### config.mk
export PLATFORM = sky130hd
export DESIGN_NAME = stopwatch_ctrl
export DESIGN_NICKNAME = d
export VERILOG_FILES = /design/src/rtl/stopwatch_ctrl.sv
export SDC_FILE = /design/constraint.sdc
export NUM_CORES = 1
export LEC_CHECK = 0
export CAP_MARGIN = 15
export CELL_PAD_IN_SITES_DETAIL_PLACEMENT = 1
export CELL_PAD_IN_SITES_GLOBAL_PLACEMENT = 1
export CORE_MARGIN = 2
export CORE_UTILIZATION = 40
export CTS_CLUSTER_SIZE = 12
export DETAILED_ROUTE_END_ITERATION = 8
export GPL_ROUTABILITY_DRIVEN = 0
export HOLD_SLACK_MARGIN = 0.08
export PLACE_DENSITY_LB_ADDON = 0.1
export SETUP_SLACK_MARGIN = 0.15
export SLEW_MARGIN = 20
export SYNTH_ARGS = -nofsm -noshare
export SYNTH_HDL_FRONTEND = slang
export SYNTH_SLANG_ARGS = --single-unit
### constraint.sdc
create_clock -name clk -period 1.9 [get_ports clk]
set_input_delay 0.285 -clock clk [delete_from_list [all_inputs] [get_ports clk]]
set_output_delay 0.285 -clock clk [all_outputs]
set_load 0.02 [all_outputs]
### src/rtl/stopwatch_ctrl.sv
// stopwatch_ctrl: run/pause/clear FSM driving a gated seconds divider and a 00-59 BCD seconds count.
// Ports:
//   clk        system clock, rising edge
//   rst        asynchronous active-low reset
//   key_ss     start/stop key (level, rising edge acts)
//   key_clr    clear key (level, rising edge acts)
//   key_lap    lap key (level, rising edge acts; only with STOPWATCH_LAP_EN)
//   s_ones     displayed seconds units 0-9
//   s_tens     displayed seconds tens 0-5
//   running    high while in RUN
//   tick       one-cycle pulse per elapsed second
//   wrap       one-cycle pulse when the count rolls 59 -> 00
//   lap_active high while the display is frozen
// Define STOPWATCH_LAP_EN to build the lap freeze; otherwise key_lap is ignored.
module stopwatch_ctrl #(
    parameter int TICK_CYCLES = 24000000
) (
    input  logic       clk,
    input  logic       rst,
    input  logic       key_ss,
    input  logic       key_clr,
    input  logic       key_lap,
    output logic [3:0] s_ones,
    output logic [3:0] s_tens,
    output logic       running,
    output logic       tick,
    output logic       wrap,
    output logic       lap_active
);
    localparam int DW = (TICK_CYCLES > 1) ? $clog2(TICK_CYCLES) : 1;
    localparam logic [DW-1:0] DIV_MAX = DW'(TICK_CYCLES - 1);

    typedef enum logic [1:0] {IDLE, RUN, PAUSE} state_t;

    state_t state, state_n;
    logic ss_d, clr_d, ss_e, clr_e, at_59;
    logic [DW-1:0] div;
    logic [3:0] ones, tens;

    assign ss_e  = key_ss & ~ss_d;
    assign clr_e = key_clr & ~clr_d;
    assign at_59 = (tens == 4'd5) && (ones == 4'd9);

    always_ff @(posedge clk or negedge rst)
        if (!rst) state <= IDLE;
        else      state <= state_n;

    // clr only matters in PAUSE, where it beats a simultaneous ss
    always_comb
        state_n = (state == IDLE)  ? (ss_e ? RUN : IDLE) :
                  (state == RUN)   ? (ss_e ? PAUSE : RUN) :
                  clr_e ? IDLE : (ss_e ? RUN : PAUSE);

    always_comb running = (state == RUN);

    always_ff @(posedge clk or negedge rst) begin
        if (!rst) begin
            ss_d  <= 1'b0;
            clr_d <= 1'b0;
            div   <= '0;
            tick  <= 1'b0;
            wrap  <= 1'b0;
            ones  <= 4'd0;
            tens  <= 4'd0;
        end else begin
            ss_d  <= key_ss;
            clr_d <= key_clr;
            // a tick is still owed for the last RUN cycle even if the FSM leaves RUN on this edge
            tick  <= (state == RUN) && (div == DIV_MAX);
            wrap  <= tick && at_59 && (state_n != IDLE);
            if (state_n == IDLE) begin
                div  <= '0;
                ones <= 4'd0;
                tens <= 4'd0;
            end else begin
                if (state == RUN)
                    div <= (div == DIV_MAX) ? '0 : div + 1'b1;
                if (tick) begin
                    ones <= (ones == 4'd9) ? 4'd0 : ones + 4'd1;
                    tens <= (ones != 4'd9) ? tens : (tens == 4'd5) ? 4'd0 : tens + 4'd1;
                end
            end
        end
    end

`ifdef STOPWATCH_LAP_EN
    logic lap_d, lap_e, frozen;
    logic [3:0] snap_ones, snap_tens;

    assign lap_e = key_lap & ~lap_d;

    always_ff @(posedge clk or negedge rst) begin
        if (!rst) begin
            lap_d     <= 1'b0;
            frozen    <= 1'b0;
            snap_ones <= 4'd0;
            snap_tens <= 4'd0;
        end else begin
            lap_d <= key_lap;
            if (state_n == IDLE || (lap_e && frozen)) begin
                frozen <= 1'b0;
            end else if (lap_e && state == RUN) begin
                frozen    <= 1'b1;
                snap_ones <= ones;
                snap_tens <= tens;
            end
        end
    end

    assign lap_active = frozen;
    assign s_ones     = frozen ? snap_ones : ones;
    assign s_tens     = frozen ? snap_tens : tens;
`else
    logic unused_lap;
    assign unused_lap = key_lap;
    assign lap_active = 1'b0;
    assign s_ones     = ones;
    assign s_tens     = tens;
`endif
endmodule

# Word-level counts from Yosys, hierarchy flattened
# Index checks and enable logic that the tools add are counted.
# op_classes
addsub	3
n_eq_ne	6
muxes	16
bitwise	4
n_reduce_logical	10
# op_table
op	n
$mux W25	3
$mux W4	7
$add A25 B1 Y25 const B	1
$eq A25 B25 Y1 const B	1
$mux W2	5
$add A4 B1 Y4 const B	2
$reduce_bool A2 Y1	3
$eq A4 B3 Y1 const B	1
$eq A4 B4 Y1 const B	1
$logic_and A1 B1 Y1	4
$logic_not A2 Y1	2
$ne A4 B4 Y1 const B	1
$and A1 B1 Y1	2
$eq A2 B1 Y1 const B	1
$ne A2 B2 Y1 const B	1
$not A1 Y1	2
$reduce_and A2 Y1	1
$mux W1	1
# totals
regBits	39
inputBits	5
out_inout_bits	12
word_cells	47

# Depth between registers and ports, before layout
# Gate-level depths: netlist of run 1.
# logic_depth
word_depth	9
ltp_mapped	7
ltp_nobuf	7

# Worst setup path before layout of run 1
# Ideal clock, no wire load.
# synth_path
path_type	reg2reg
start	reg div[15]
end	reg div[21]
setup_ns	0.127
arrival_time_ns	1.792
required_ns	1.773
setup_slack_ns	-0.019
path_stages_with_launch	7
n_path_buf	1
cell_sequence	dfrtp_1 or4_4 nor4_4 nand3_2 buf_6 a31oi_1 a21oi_1
# synth_via
elab_chain_len	4
word_cells_on_any_way	5
# synth_lines
element	line_no	rtl
start, declared	37	logic [DW-1:0] div;
start signal, assigned	77	div <= (div == DIV_MAX) ? '0 : div + 1'b1;
$add A25 B1 Y25 or $eq A25 B25 Y1 (tied branches)	77	
$mux W25 (*)	77	
$mux W25 (*)	76	if (state == RUN)
$mux W25 (*)	71	if (state_n == IDLE) begin
# Mark *: on every way between the ends. The rest lies on a longest branch, timed or not. The select of a mux whose other input is x is not followed.
# A chain may end at the register's enable or synchronous reset.

# Worst setup path after layout of run 1
# layout_path
start	reg div[20]
end	reg div[5]
# layout_via
elab_chain_len	4
# layout_lines
element	line_no
$eq A25 B25 Y1	77
$mux W25	77
$mux W25	76
$mux W25	71
# No other way between the ends. The select of a mux whose other input is x is not followed.

==> flow_summary.yaml, run 1 <==
min_path:
  worstHoldStart: "key_ss"
  hold_path_class: "in2reg"
yosys:
  synth_edf_count: 0
  ys.flop_type: "dfrtp_1"
  netlist_area_sq_mm: 0.00225
  ys_types: 52
  yosys_register_bits: 39
  synth.area.top_cells: "dfrtp_1 43%, nand3_1 4.4%, nand2_1 4.3%, a21oi_1 4.2%, a31oi_1 3.6%"
  syn-num-nets: 258
  synthCells: 248
  synth_top_area_share: 0.434
  yosysWarningCount: 0
  yosys.area.top_type: "dfrtp_1"
  syn_avg_cell_area_sq_um: 9.08
  ys_seq_area_frac: 0.434
  synth-async-reset-ratio: 1.00
sta:
  hold_viol_final: 0
  final.min_clock_period_ps: 2020
  drv_slew: 0
  fin_crit_sh: 1.06
  fmax_mhz: 496
  hold-worst-slack_ps: 459
  clock_skew_ps: 5.87
  setup_ws_ps: -116
  setup_violations: 14
  rsz0062_at_grt: "true"
clock_network:
  cts_max_level: 2
  clock_path_buffers: 2
  clk_pin_slew_ps: 80
  cts_tree: "built"
  insertion_delay_ps: 300
  cts_inserted_buffers: 5
  clock_sinks: 39
  cts-root-buf: "clkbuf_8"
route:
  route.met2.wl_mm: 3.63
  drt_iter0_markers: 55
  drc: 0
  num_vias: 2204
  vias_per_cell: 5.74
  antenna_left: 0
  routed-wl-met3_um: 146
  dr.max_layer_used: "met4"
  post_drt_wl_per_cell_um: 18.2
  met1_length_mm: 3.14
  drt-pass1-iter-count: 4
  wl_mm: 6.99
floorplan:
  initial_core_util: 0.411
  core_area_sq_mm: 0.00547
  dieArea_sq_mm: 0.00624
  die_h_um: 79.0
  fp-row-count: 27
  dieWidth_um: 79.0
  io_pins: 17
finish:
  nNetsFinal: 321
  final_cell_mix: "41 x buf_4, 39 x dfrtp_1, 24 x nand2_1, 16 x nor2_1, 16 x a21oi_1"
  n_fill_cell: 622
  register_area_sq_um: 976
  antennaDiodeCount: 0
  synthToLayoutAreaGrowth_pct: 38.8
  fin_util: 0.571
  final_common_cell: "buf_4"
  drive_gt1_frac: 0.304
  multi_input_area_sq_mm: 0.00136
  fin_cells: 384
global_route:
  grt_antenna_before_repair: 0
  gr-usage-all-layers: 0.233
  grt_max_degree: 22
  grt_pass1_wl_mm: 11.2
  overflow: 0
  grt_pass1_vias: 2280
pwr:
  peakVddDrop_mv: 0.864
  p_leak_nw: 1.35
  fin_total_pwr_w: 0.00364
  powerDensity_mw_per_mm2: 1170
worst_setup_path:
  timing.critical_path.buf_inv: 2
  slowest_delay_ps: 570
  crit_arrival_ps: 2180
  r2r_start: "div[20]"
  path_cells: "or4_4 > nor4_4 > buf_4 > nand3_4 > buf_6 > o211ai_1 > a31oi_1"
  path_class: "reg2reg"
  critPathTopFamily: "simple AND/OR/NAND/NOR gates"
  crit_start: "div[20]"
  required_ps: 2060
  critPathSlowestCell: "or4_4"
  crit_fanout: 6
  start_kind: "flop"
  critical_path.endpoint_type: "flop"
run:
  cap_violations: 0
placed_design:
  dpl.hpwl_mm: 4.79
  placed_cells: 368
  port_buffers: 14
outcome:
  violations: "negative setup slack"
  outcome: "complete, but fails checks"
final timing paths:
check	slack [ps]	endpoint	depth (start not counted)
max	-120	div[5]	7
min	460	ss_d	1
max reg2reg	-120	div[5]	7
min reg2reg	560	div[4]	1
max in group asynchronous	920	div[17]	3
min in group asynchronous	500	s_ones[0]	2
worst register-to-register path: cells and delay by family (launching register included):
family	cells	cell delay (ps)
AOI/OAI and AO/OA	2	240
DFF	1	400
buffers and inverters	2	350
and+or+nand+nor	3	900
cell type report:
class	count	share of cell area
timing repair buffer	64	0.181
inverter	13	0.0156
tap	72	0.0288
multi-input combinational	188	0.437
clock buffer	7	0.0244
sequential	39	0.312
clock inverter	1	0.00160
timing repair:
item	in CTS	in global routing
pin swaps	11	9
resized for setup	21	22
buffers inserted	0	7
hold endpoints to repair	18	0
endpoints found under the setup margin	24	25
hold buffers	1	0
cloned	0	0
routing by layer:
layer / track usage / vias to the layer above
met2: 0.421 / 23
met1: 0.290 / 1123
met3: 0.0341 / 6
met4: 0.0586 / 0
met5: 0 / -
li1: - / 1052
Yosys cell counts (all sizes together) (2+ instances only):
library cell / n
a21oi: 20
a31o: 2
a31oi: 14
a41oi: 3
and2: 2
and3: 4
and3b: 2
buf: 4
clkbuf: 4
dfrtp: 39
ha: 5
inv: 13
mux2i: 3
nand2: 26
nand2b: 2
nand3: 22
nand4: 9
nor2: 18
nor3: 6
nor4: 4
o211ai: 4
o21ai: 13
o22ai: 2
o31ai: 4
or3: 4
or4: 3
where the power goes:
group	switching (W)	internal, W
sequential	0.000182	0.00101
clock	0.000288	0.000258
combinational	0.00105	0.000857
cells by family (layout without fill, tap and decap cells):
group           count (synthesis)  after routing  share of synthesized area
simple gates                  106            106                      0.266
compound gates                 72             72                      0.210
flops                          39             39                      0.434
buf+inv                        21             85                     0.0439
fa+ha+maj                       5              5                     0.0278
mux                             3              3                     0.0133
other cells                     1              1                    0.00167
xor+xnor                        1              1                    0.00389
sequential cells by signal, summed over array words and instances (netlist names):
| name | flops |
|---|---|
| div | 25 |
| s_ones | 4 |
| s_tens | 4 |
| state | 2 |
| clr_d | 1 |
| ss_d | 1 |
| tick | 1 |
| wrap | 1 |
metrics by stage:
| step | worst slack [ps] | TNS (ps) | cell area [sq um] |
|---|---|---|---|
| global route | -195 | -2090 | 3120 |
| detailed placement | -34.5 | -66.6 | 2790 |
| finish | -116 | -698 | 3120 |
| CTS | -21.9 | -53.7 | 2970 |
| floorplan | 65.8 | 0 | 2260 |
| global placement | -16.2 | -27.8 | 2790 |
(Power assumes the default switching activity.)
==> run 2, diff against run 1 <==
--- a/config.mk
+++ b/config.mk
@@ -15,6 +15,7 @@
 export GPL_ROUTABILITY_DRIVEN = 0
 export HOLD_SLACK_MARGIN = 0.08
 export PLACE_DENSITY_LB_ADDON = 0.1
+export RECOVER_POWER = 50
 export SETUP_SLACK_MARGIN = 0.15
 export SLEW_MARGIN = 20
 export SYNTH_ARGS = -nofsm -noshare
==> flow_summary.yaml, run 2 (synthesis results as in run 1) <==
placed_design:
  dpl.hpwl_mm: 4.79
  dp_slack_ps: -34.5
  port_buffers: 14
floorplan:
  initial_core_util: 0.411
  fp-row-count: 27
  dieWidth_um: 79.0
  io_pins: 17
  core_area_sq_mm: 0.00547
  die_h_um: 79.0
  dieArea_sq_mm: 0.00624
route:
  vias_per_cell: 5.73
  drt_iter0_markers: 57
  drc: 0
  num_vias: 2201
  wl_mm: 7.00
  drt-pass1-iter-count: 4
  antenna_left: 0
  post_drt_wl_per_cell_um: 18.2
worst_setup_path:
  r2r_start: "div[20]"
  r2r_cells: 7
  start_kind: "flop"
  timing.rr.end: "div[5]"
  r2r_slack_ps: -110
  required_ps: 2060
  critical_path.endpoint_type: "flop"
  path_class: "reg2reg"
  crit_fanout: 6
  crit_arrival_ps: 2180
clock_network:
  cts-root-buf: "clkbuf_8"
  clock_path_buffers: 2
  cts_inserted_buffers: 5
  clk_pin_slew_ps: 80
  cts_max_level: 2
  clock_sinks: 39
  insertion_delay_ps: 300
  cts_tree: "built"
outcome:
  outcome: "complete, but fails checks"
  violations: "negative setup slack"
global_route:
  grt_antenna_before_repair: 0
  grt_max_degree: 22
  grt_pass1_vias: 2280
  grt_pass1_wl_mm: 11.2
  gr-usage-all-layers: 0.233
  overflow: 0
sta:
  hold_viol_final: 0
  setup_violations: 13
  hold-worst-slack_ps: 560
  setup_ws_ps: -115
  rsz0062_at_grt: "true"
  fmax_mhz: 496
  slew_headroom: 0.274
  clock_skew_ps: 5.87
  worstMarginPinSlew_ps: 1090
  final.min_clock_period_ps: 2010
  fin_crit_sh: 1.06
  drv_slew: 0
finish:
  multi_input_area_sq_mm: 0.00136
  n_fill_cell: 625
  register_area_sq_um: 976
  antennaDiodeCount: 0
  nNetsFinal: 321
  drive_gt1_frac: 0.298
  final_cell_mix: "40 x buf_4, 39 x dfrtp_1, 24 x nand2_1, 16 x nor2_1, 16 x a21oi_1"
  top_register: "div"
  synthToLayoutAreaGrowth_pct: 38.0
  largest_reg_flops: 25
  final_common_cell: "buf_4"
pwr:
  internal_power_w: 0.00212
  p_leak_nw: 1.34
  powerDensity_mw_per_mm2: 1170
  fin_total_pwr_w: 0.00364
  pwr-share-seq: 0.327
  power_switching_share: 0.418
  clockPowerShare: 0.150
  power.net_switching_w: 0.00152
  peakVddDrop_mv: 0.861
  p_comb_frac: 0.523
min_path:
  hold_path_end: "div[4]"
  hold_depth: 1
  hold_path_class: "reg2reg"
  worstHoldStart: "div[4]"
run:
  cap_violations: 0
## run 2: cell types whose count changed in the layout (fill, tap and decap cells not counted)
cell	previous run	this run
clkbuf_1	2	4
buf_2	1	0
clkbuf_4	0	1
clkdlybuf4s50_1	12	10
dlygate4sd3_1	1	3
buf_4	41	40
buf_12	3	2
## run 2: critical path, stage by stage, from the launching register on
cell	delay (ps)
dfrtp_1	400
or4_4	570
nor4_4	240
buf_4	200
nand3_4	90
buf_6	150
o211ai_1	100
a31oi_1	130
## run 2: final cells by class
cell class                      instances  area share
Tap cell                               72      0.0290
Sequential cell                        39       0.314
Timing Repair Buffer                   64       0.176
Clock buffer                            7      0.0246
Clock inverter                          1     0.00161
Inverter                               13      0.0157
Multi-Input combinational cell        188       0.439
## run 2: metal layers
| layer | GRT usage | wire, um |
|---|---|---|
| met5 | 0 | 0 |
| met4 | 0.0586 | 70 |
| met3 | 0.0341 | 144 |
| met2 | 0.421 | 3630 |
| met1 | 0.290 | 3160 |
## run 2: metrics by stage
stage / setup TNS [ps] / cell area, sq um / cells / utilization
finish: -702 / 3110 / 384 / 0.568
global placement: -27.8 / 2790 / 368 / 0.510
global route: -3280 / 3110 / 384 / 0.568
CTS: -53.7 / 2970 / 377 / 0.542
detailed placement: -66.6 / 2790 / 368 / 0.510
floorplan: 0 / 2260 / 248 / -
## run 2: repair_timing
action,CTS,global route
resized for setup,21,22
hold buffers,1,0
hold endpoints to repair,18,0
cloned,0,0
setup endpoints to repair,24,25
setup buffers,0,7
pin swaps,11,9
## run 2: worst max-delay path by stage
stage	slack [ps]	depth (start not counted)	from	endpoint
6_report	-110	7	div[20]	div[5]
5_1_grt	-190	5	div[20]	div[11]
4_1_cts	-20	6	div[20]	div[16]
3_5_place_dp	-30	7	key_clr	s_tens[1]
3_3_place_gp	-20	7	div[20]	div[21]
2_1_floorplan	70	6	div[20]	div[15]
## run 2: power by group through the flow
stage | logic [W] | clock network [W] | registers, W
floorplan | 0.000787 | 0 | 0.00125
global placement | 0.00157 | 0 | 0.00119
detailed placement | 0.00161 | 0 | 0.00120
CTS | 0.00168 | 0.000567 | 0.00118
global route | 0.00206 | 0.000593 | 0.00121
finish | 0.00190 | 0.000546 | 0.00119
==> run 3, diff against run 2 <==
--- a/config.mk
+++ b/config.mk
@@ -5,7 +5,7 @@
 export SDC_FILE = /design/constraint.sdc
 export NUM_CORES = 1
 export LEC_CHECK = 0
-export CAP_MARGIN = 15
+export CAP_MARGIN = 20
 export CELL_PAD_IN_SITES_DETAIL_PLACEMENT = 1
 export CELL_PAD_IN_SITES_GLOBAL_PLACEMENT = 1
 export CORE_MARGIN = 2
@@ -16,7 +16,7 @@
 export HOLD_SLACK_MARGIN = 0.08
 export PLACE_DENSITY_LB_ADDON = 0.1
 export RECOVER_POWER = 50
-export SETUP_SLACK_MARGIN = 0.15
+export SETUP_SLACK_MARGIN = 0.2
 export SLEW_MARGIN = 20
 export SYNTH_ARGS = -nofsm -noshare
 export SYNTH_HDL_FRONTEND = slang
==> flow_summary.yaml, run 3 (synthesis results as in run 1) <==
route:
  antenna_left: 0
  vias_per_cell: 5.81
  post_drt_wl_per_cell_um: 19.1
  wl_mm: 7.34
  num_vias: 2238
  drt_iter0_markers: 113
  drc: 0
  drt-pass1-iter-count: 4
sta:
  setup_ws_ps: -120
  rsz0062_at_grt: "true"
  drv_slew: 0
  clock_skew_ps: 6.92
  slew_headroom: 0.332
  final.min_clock_period_ps: 2020
  setup_violations: 8
  worstMarginPinSlew_ps: 1000
  fmax_mhz: 495
  hold_viol_final: 0
  fin_crit_sh: 1.06
clock_network:
  clock_sinks: 39
  clock_path_buffers: 2
  clk_pin_slew_ps: 70
  cts_inserted_buffers: 5
  cts_tree: "built"
  cts-root-buf: "clkbuf_8"
  cts_max_level: 2
  insertion_delay_ps: 300
finish:
  largest_reg_flops: 25
  nNetsFinal: 323
  final_cell_area_sq_mm: 0.00313
  synthToLayoutAreaGrowth_pct: 39.2
  drive_gt1_frac: 0.339
  final_common_cell: "buf_4"
  final_cell_mix: "42 x buf_4, 32 x dfrtp_1, 23 x nand2_1, 16 x nor2_1, 15 x a21oi_1"
  top_register: "div"
  antennaDiodeCount: 0
outcome:
  outcome: "complete, but fails checks"
  violations: "negative setup slack"
worst_setup_path:
  path_class: "reg2reg"
  start_kind: "flop"
  r2r_slack_ps: -120
  r2r_start: "div[20]"
  r2r_cells: 7
  critical_path.endpoint_type: "flop"
  timing.rr.end: "div[9]"
  crit_arrival_ps: 2200
  crit_fanout: 6
  required_ps: 2080
placed_design:
  dpl.hpwl_mm: 4.53
  port_buffers: 14
  dp_slack_ps: -21.5
  placed_area_sq_mm: 0.00273
pwr:
  p_leak_nw: 1.36
  powerDensity_mw_per_mm2: 1160
  peakVddDrop_mv: 0.607
global_route:
  grt_antenna_before_repair: 0
  grt_pass1_vias: 2258
  overflow: 0
  grt_pass1_wl_mm: 11.2
  grt_max_degree: 40
  gr-usage-all-layers: 0.234
floorplan:
  dieWidth_um: 79.0
  dieArea_sq_mm: 0.00624
  fp-row-count: 27
  die_h_um: 79.0
  core_area_sq_mm: 0.00547
  io_pins: 17
  initial_core_util: 0.411
min_path:
  hold_depth: 1
  hold_path_end: "div[5]"
  hold_path_class: "reg2reg"
  worstHoldStart: "div[5]"
run:
  cap_violations: 0
run 3: changes by cell type in the layout (fill, tap and decap cells not counted), moves of 2 or more:
cell	change
a31oi_4	-2
dfrtp_2	+7
dfrtp_1	-7
buf_4	+2
buf_6	+2
clkbuf_1	-4
run 3: routing by layer:
layer	track usage	share of wire
met2	0.425	0.52
met4	0.0603	0.021
met3	0.0409	0.026
met1	0.285	0.44
met5	0	0
run 3: worst max-delay path, cell delays in order, from the launching register on:
cell     delay [ps]
dfrtp_1         400
or4_4           570
nor4_4          220
buf_4           200
nand3_4          90
buf_6           160
a21oi_2         160
o31ai_2          90
run 3: how the worst max path moves through the flow:
stage | cells after the start | startpoint | slack, ps | end
after floorplan | 6 | div[20] | 70 | div[15]
after global placement | 7 | div[20] | -5 | div[9]
after detailed placement | 7 | div[20] | -20 | div[3]
after CTS | 7 | div[20] | -50 | div[13]
after global routing | 7 | div[22] | -180 | div[5]
final | 7 | div[20] | -120 | div[9]
run 3: stage by stage:
stage	instances	total power [W]	setup TNS, ps	hold WS [ps]	util
5_1_grt	385	0.00386	-2250	557	0.572
4_1_cts	372	0.00341	-365	447	0.533
3_5_place_dp	362	0.00273	-70.4	376	0.499
6_report	385	0.00364	-526	540	0.572
2_1_floorplan	248	0.00204	0	-10.6	-
3_3_place_gp	362	0.00269	-9.20	377	0.499
run 3: area by class of cell:
cell class / count / area (sq um)
Fill cell: 635 / 2340
Multi-Input combinational cell: 188 / 1350
Sequential cell: 39 / 985
Timing Repair Buffer: 66 / 568
Tap cell: 72 / 90.1
Clock buffer: 6 / 82.6
Inverter: 13 / 48.8
Clock inverter: 1 / 5.00
run 3: power by group:
part | switching, W | internal (W) | total (W)
Combinational | 0.00103 | 0.000803 | 0.00183
Clock | 0.000304 | 0.000285 | 0.000589
Sequential | 0.000205 | 0.00101 | 0.00122
run 3: what timing repair did:
action	CTS	global route
endpoints found under the setup margin	25	32
resized for setup	19	31
hold buffers	1	0
pin swaps	6	15
hold endpoints to repair	39	0
setup buffers	2	13
==> edit 1, RTL diff (settings of run 2) <==
Re-encode `state_t` (3 states) as one-hot, 3 bits wide.
--- a/src/rtl/stopwatch_ctrl.sv
+++ b/src/rtl/stopwatch_ctrl.sv
@@ -30,7 +30,7 @@
     localparam int DW = (TICK_CYCLES > 1) ? $clog2(TICK_CYCLES) : 1;
     localparam logic [DW-1:0] DIV_MAX = DW'(TICK_CYCLES - 1);
 
-    typedef enum logic [1:0] {IDLE, RUN, PAUSE} state_t;
+    typedef enum logic [2:0] {IDLE = 3'b001, RUN = 3'b010, PAUSE = 3'b100} state_t;
 
     state_t state, state_n;
     logic ss_d, clr_d, ss_e, clr_e, at_59;
Function: no difference found for any inputs over 10 cycles, from zero or initial values and one cycle with rst low; not proved beyond that.
==> edit 1 against run 2 <==
- combinational power down 48%
- sequential cell count up 1
- critical endpoint is now div[0]
- largest cell class unchanged
- wire length down 12%
- worst setup slack better by 140 ps
- synthesized area up 0.22%
- cell area down 7.6%
- total power down 17%
- final cell count down 4.2%
- sequential power up 5%
- first-iteration DRC count down 28%
- largest power group is now registers
==> edit 1: results (changes against run 2) <==
Status -> finished clean (was finished with violations)
Final setup margin -> 23.4 ps (was -115 ps)
Final hold slack -> 495 ps (was 560 ps)
Post-DR wirelength/cell -> 16.8 µm (was 18.2 µm)
Total GRT Usage -> 21.1% (was 23.3%)
DP Worst Slack -> -19.1 ps (was -34.5 ps)
Final Skew -> 4.22 ps (was 5.87 ps)
Seq/Total Area, Yosys -> 44.4% (was 43.4%)
Worst setup path endpoint -> div[0] (was div[5])
Sink Count -> 40 (was 39)
Clk tree area frac -> 4.40% (was 2.62%)
Most instantiated cells after synthesis -> dfrtp_1, nand3_1, nor2_1 (was dfrtp_1, nand2_1, nand3_1)
Syn_area_per_cell -> 8.88 µm² (was 9.08 µm²)
Post-synthesis xor/xnor area fraction -> 0.388% (was 0.389%)
Adder-cell share of the synthesized area -> 2.77% (was 2.78%)
Final-stage net count -> 305 (was 321)
Area grow syn2layout -> 27.2% (was 38.0%)
Worst r2r path cells -> 5 (was 7)
Met1 usage -> 27.9% (was 29.0%)
LEAKAGE -> 1.20 nW (was 1.34 nW)
Net count after synthesis -> 264 (was 258)
Vias in the first global route -> 2202 (was 2280)
Worst Tran Pin Value -> 1130 ps (was 1090 ps)
Crit path DAT -> 2060 ps (was 2180 ps)
Wire length on met1 -> 2.84 mm (was 3.16 mm)
Met2 Routed Length -> 3.07 mm (was 3.63 mm)
Synth Area in Compound Gates -> 20.0% (was 21.0%)
Multi-input logic cell count -> 191 (was 188)
Worst path max stage delay -> 550 ps (was 570 ps)
Critical path peak fanout -> 23 (was 6)
Post-synthesis mux area share -> 1.39% (was 1.33%)
Layout cell share with drive strength beyond 1 -> 22.3% (was 29.8%)
GR Util met2 -> 36.3% (was 42.1%)
Placed cell area -> 2690 µm² (was 2790 µm²)
Non-CTS buffers -> 49 (was 64)
Post-Syn Area -> 2260 µm² (was 2250 µm²)
Yosys cell types -> 47 (was 52)
Hold wc startpoint -> div[19] (was div[4])
Min-Delay Endpoint -> div[19] (was div[4])
Inverters -> 8 (was 13)
Sequential portion of the cell area -> 35.0% (was 31.4%)
Met3 wire len -> 180 µm (was 144 µm)
-- edit 1: cell count changes in the layout (fill, tap and decap cells not counted), moves of 6 or more --
cell,run 2,this run
buf_4,40,31
nand3_1,14,25
inv_1,13,7
o21ai_0,7,13
nand2_1,24,14
a31oi_1,10,18
nand3_2,6,0
-- edit 1: kinds of logic (layout without fill, tap and decap cells) --
kind of cell	count (synthesis)	after routing
DFF	40	40
muxes	3	3
xor gates and xnor gates	1	1
buffers and inverters	23	65
AOI/OAI and AO/OA	72	72
adders and majority gates	5	5
and+or+nand+nor	109	109
other	1	1
-- edit 1: what timing repair did --
action                     in CTS  in global routing
hold buffers                    1                  0
hold endpoints to repair       17                  0
gates resized for setup         4                 16
setup endpoints to repair      24                 36
-- edit 1: report_power, final --
group | internal (mW) | total (mW) | switching [mW]
Combinational | 0.454 | 0.988 | 0.535
Sequential | 1.05 | 1.25 | 0.205
Clock | 0.464 | 0.779 | 0.315
Total | 1.97 | 3.02 | 1.05
==> edit 2, RTL diff (config.mk and constraints of run 2) <==
Made on the original files. The parameter `TICK_CYCLES` goes from 24000000 to 48000000.
--- a/src/rtl/stopwatch_ctrl.sv
+++ b/src/rtl/stopwatch_ctrl.sv
@@ -13,7 +13,7 @@
 //   lap_active high while the display is frozen
 // Define STOPWATCH_LAP_EN to build the lap freeze; otherwise key_lap is ignored.
 module stopwatch_ctrl #(
-    parameter int TICK_CYCLES = 24000000
+    parameter int TICK_CYCLES = 48000000
 ) (
     input  logic       clk,
     input  logic       rst,
Behaviour: same outputs for any inputs over 10 cycles, from zero or initial values and one cycle with rst low; that may be too few to reach the edited logic, so the function may still have changed.
==> edit 2 against run 2 <==
- wire length fell by 26%
- core utilization down 3.7 points
- worst setup slack better by 160 ps
- synthesized cell count shrank 8.1%
- sequential cell count is 1 higher
- non-clock buffer count is 21 lower
- clock skew is 1.8 ps higher
- cell area down 13%
- synthesized area fell by 5.7%
- critical path type unchanged
- largest cell class unchanged
Power is not compared: it rests on default switching activity, and its combinational part moved more than twofold at a synthesized area within 25%.
==> edit 2: results (changes against run 2) <==
Post-CTS setup buffer count -> 1 (was 0)
Critical path peak fanout -> 8 (was 6)
Clk tree area frac -> 3.46% (was 2.62%)
Register Area -> 1000 µm² (was 976 µm²)
Area grow syn2layout -> 27.6% (was 38.0%)
Final Skew -> 7.68 ps (was 5.87 ps)
Post-DR wirelength/cell -> 15.0 µm (was 18.2 µm)
Sequential portion of the cell area -> 37.0% (was 31.4%)
Dpl cells -> 333 (was 368)
Worst path max stage delay -> 550 ps (was 570 ps)
Synthesized flop and latch total -> 40 (was 39)
Filler cell count -> 612 (was 625)
Worst Tran Pin Value -> 1010 ps (was 1090 ps)
Synth area leaders -> dfrtp_1, xnor2_1, nor2_1, nand2_1, ha_1 (was dfrtp_1, nand3_1, nand2_1, a21oi_1, a31oi_1)
Non-CTS buffers -> 43 (was 64)
Status -> finished clean (was finished with violations)
Multi-input logic cell count -> 177 (was 188)
Net count after synthesis -> 239 (was 258)
DRT iter0 DRCs -> 36 (was 57)
Seq/Total Area, Yosys -> 47.1% (was 43.4%)
Placed cell area -> 2530 µm² (was 2790 µm²)
Largest net degree at the start of global routing -> 41 (was 22)
Buffering overhead -> 13.9% (was 17.6%)
Yosys cell types -> 40 (was 52)
Final-stage net count -> 284 (was 321)
Crit path DAT -> 2040 ps (was 2180 ps)
Max reg flops -> 26 (was 25)
edit 2: routing by layer:
layer	share of wire, %	wire length (µm)	GRT usage [%]	vias to the layer above
li1	-	-	-	876
met1	44	2270	21.9	885
met2	52	2670	35.4	28
met3	2.4	125	3.76	10
met4	2.0	104	8.00	0
met5	0	0	0	-
edit 2: worst paths after layout:
path                       cells after the start     from  slack (ps)         to
setup / recovery                               6  div[17]          40     div[9]
hold / removal                                 2   div[1]         550     div[1]
setup reg to reg                               6  div[17]          40     div[9]
hold reg to reg                                2   div[1]         550     div[1]
max in group asynchronous                      3      rst         450   state[1]
min in group asynchronous                      3      rst         770  s_ones[2]
edit 2: kinds of logic after synthesis:
family / share of synthesized area (%)
buf+inv: 2.89
compound gates: 7.25
other cells: 0.177
fa+ha+maj: 3.54
simple gates: 29.9
xor+xnor: 9.08
flops: 47.1
edit 2: where the power goes:
group | internal [mW] | switching (mW)
combinational | 0.331 | 0.389
clock | 0.295 | 0.299
sequential | 0.898 | 0.0617
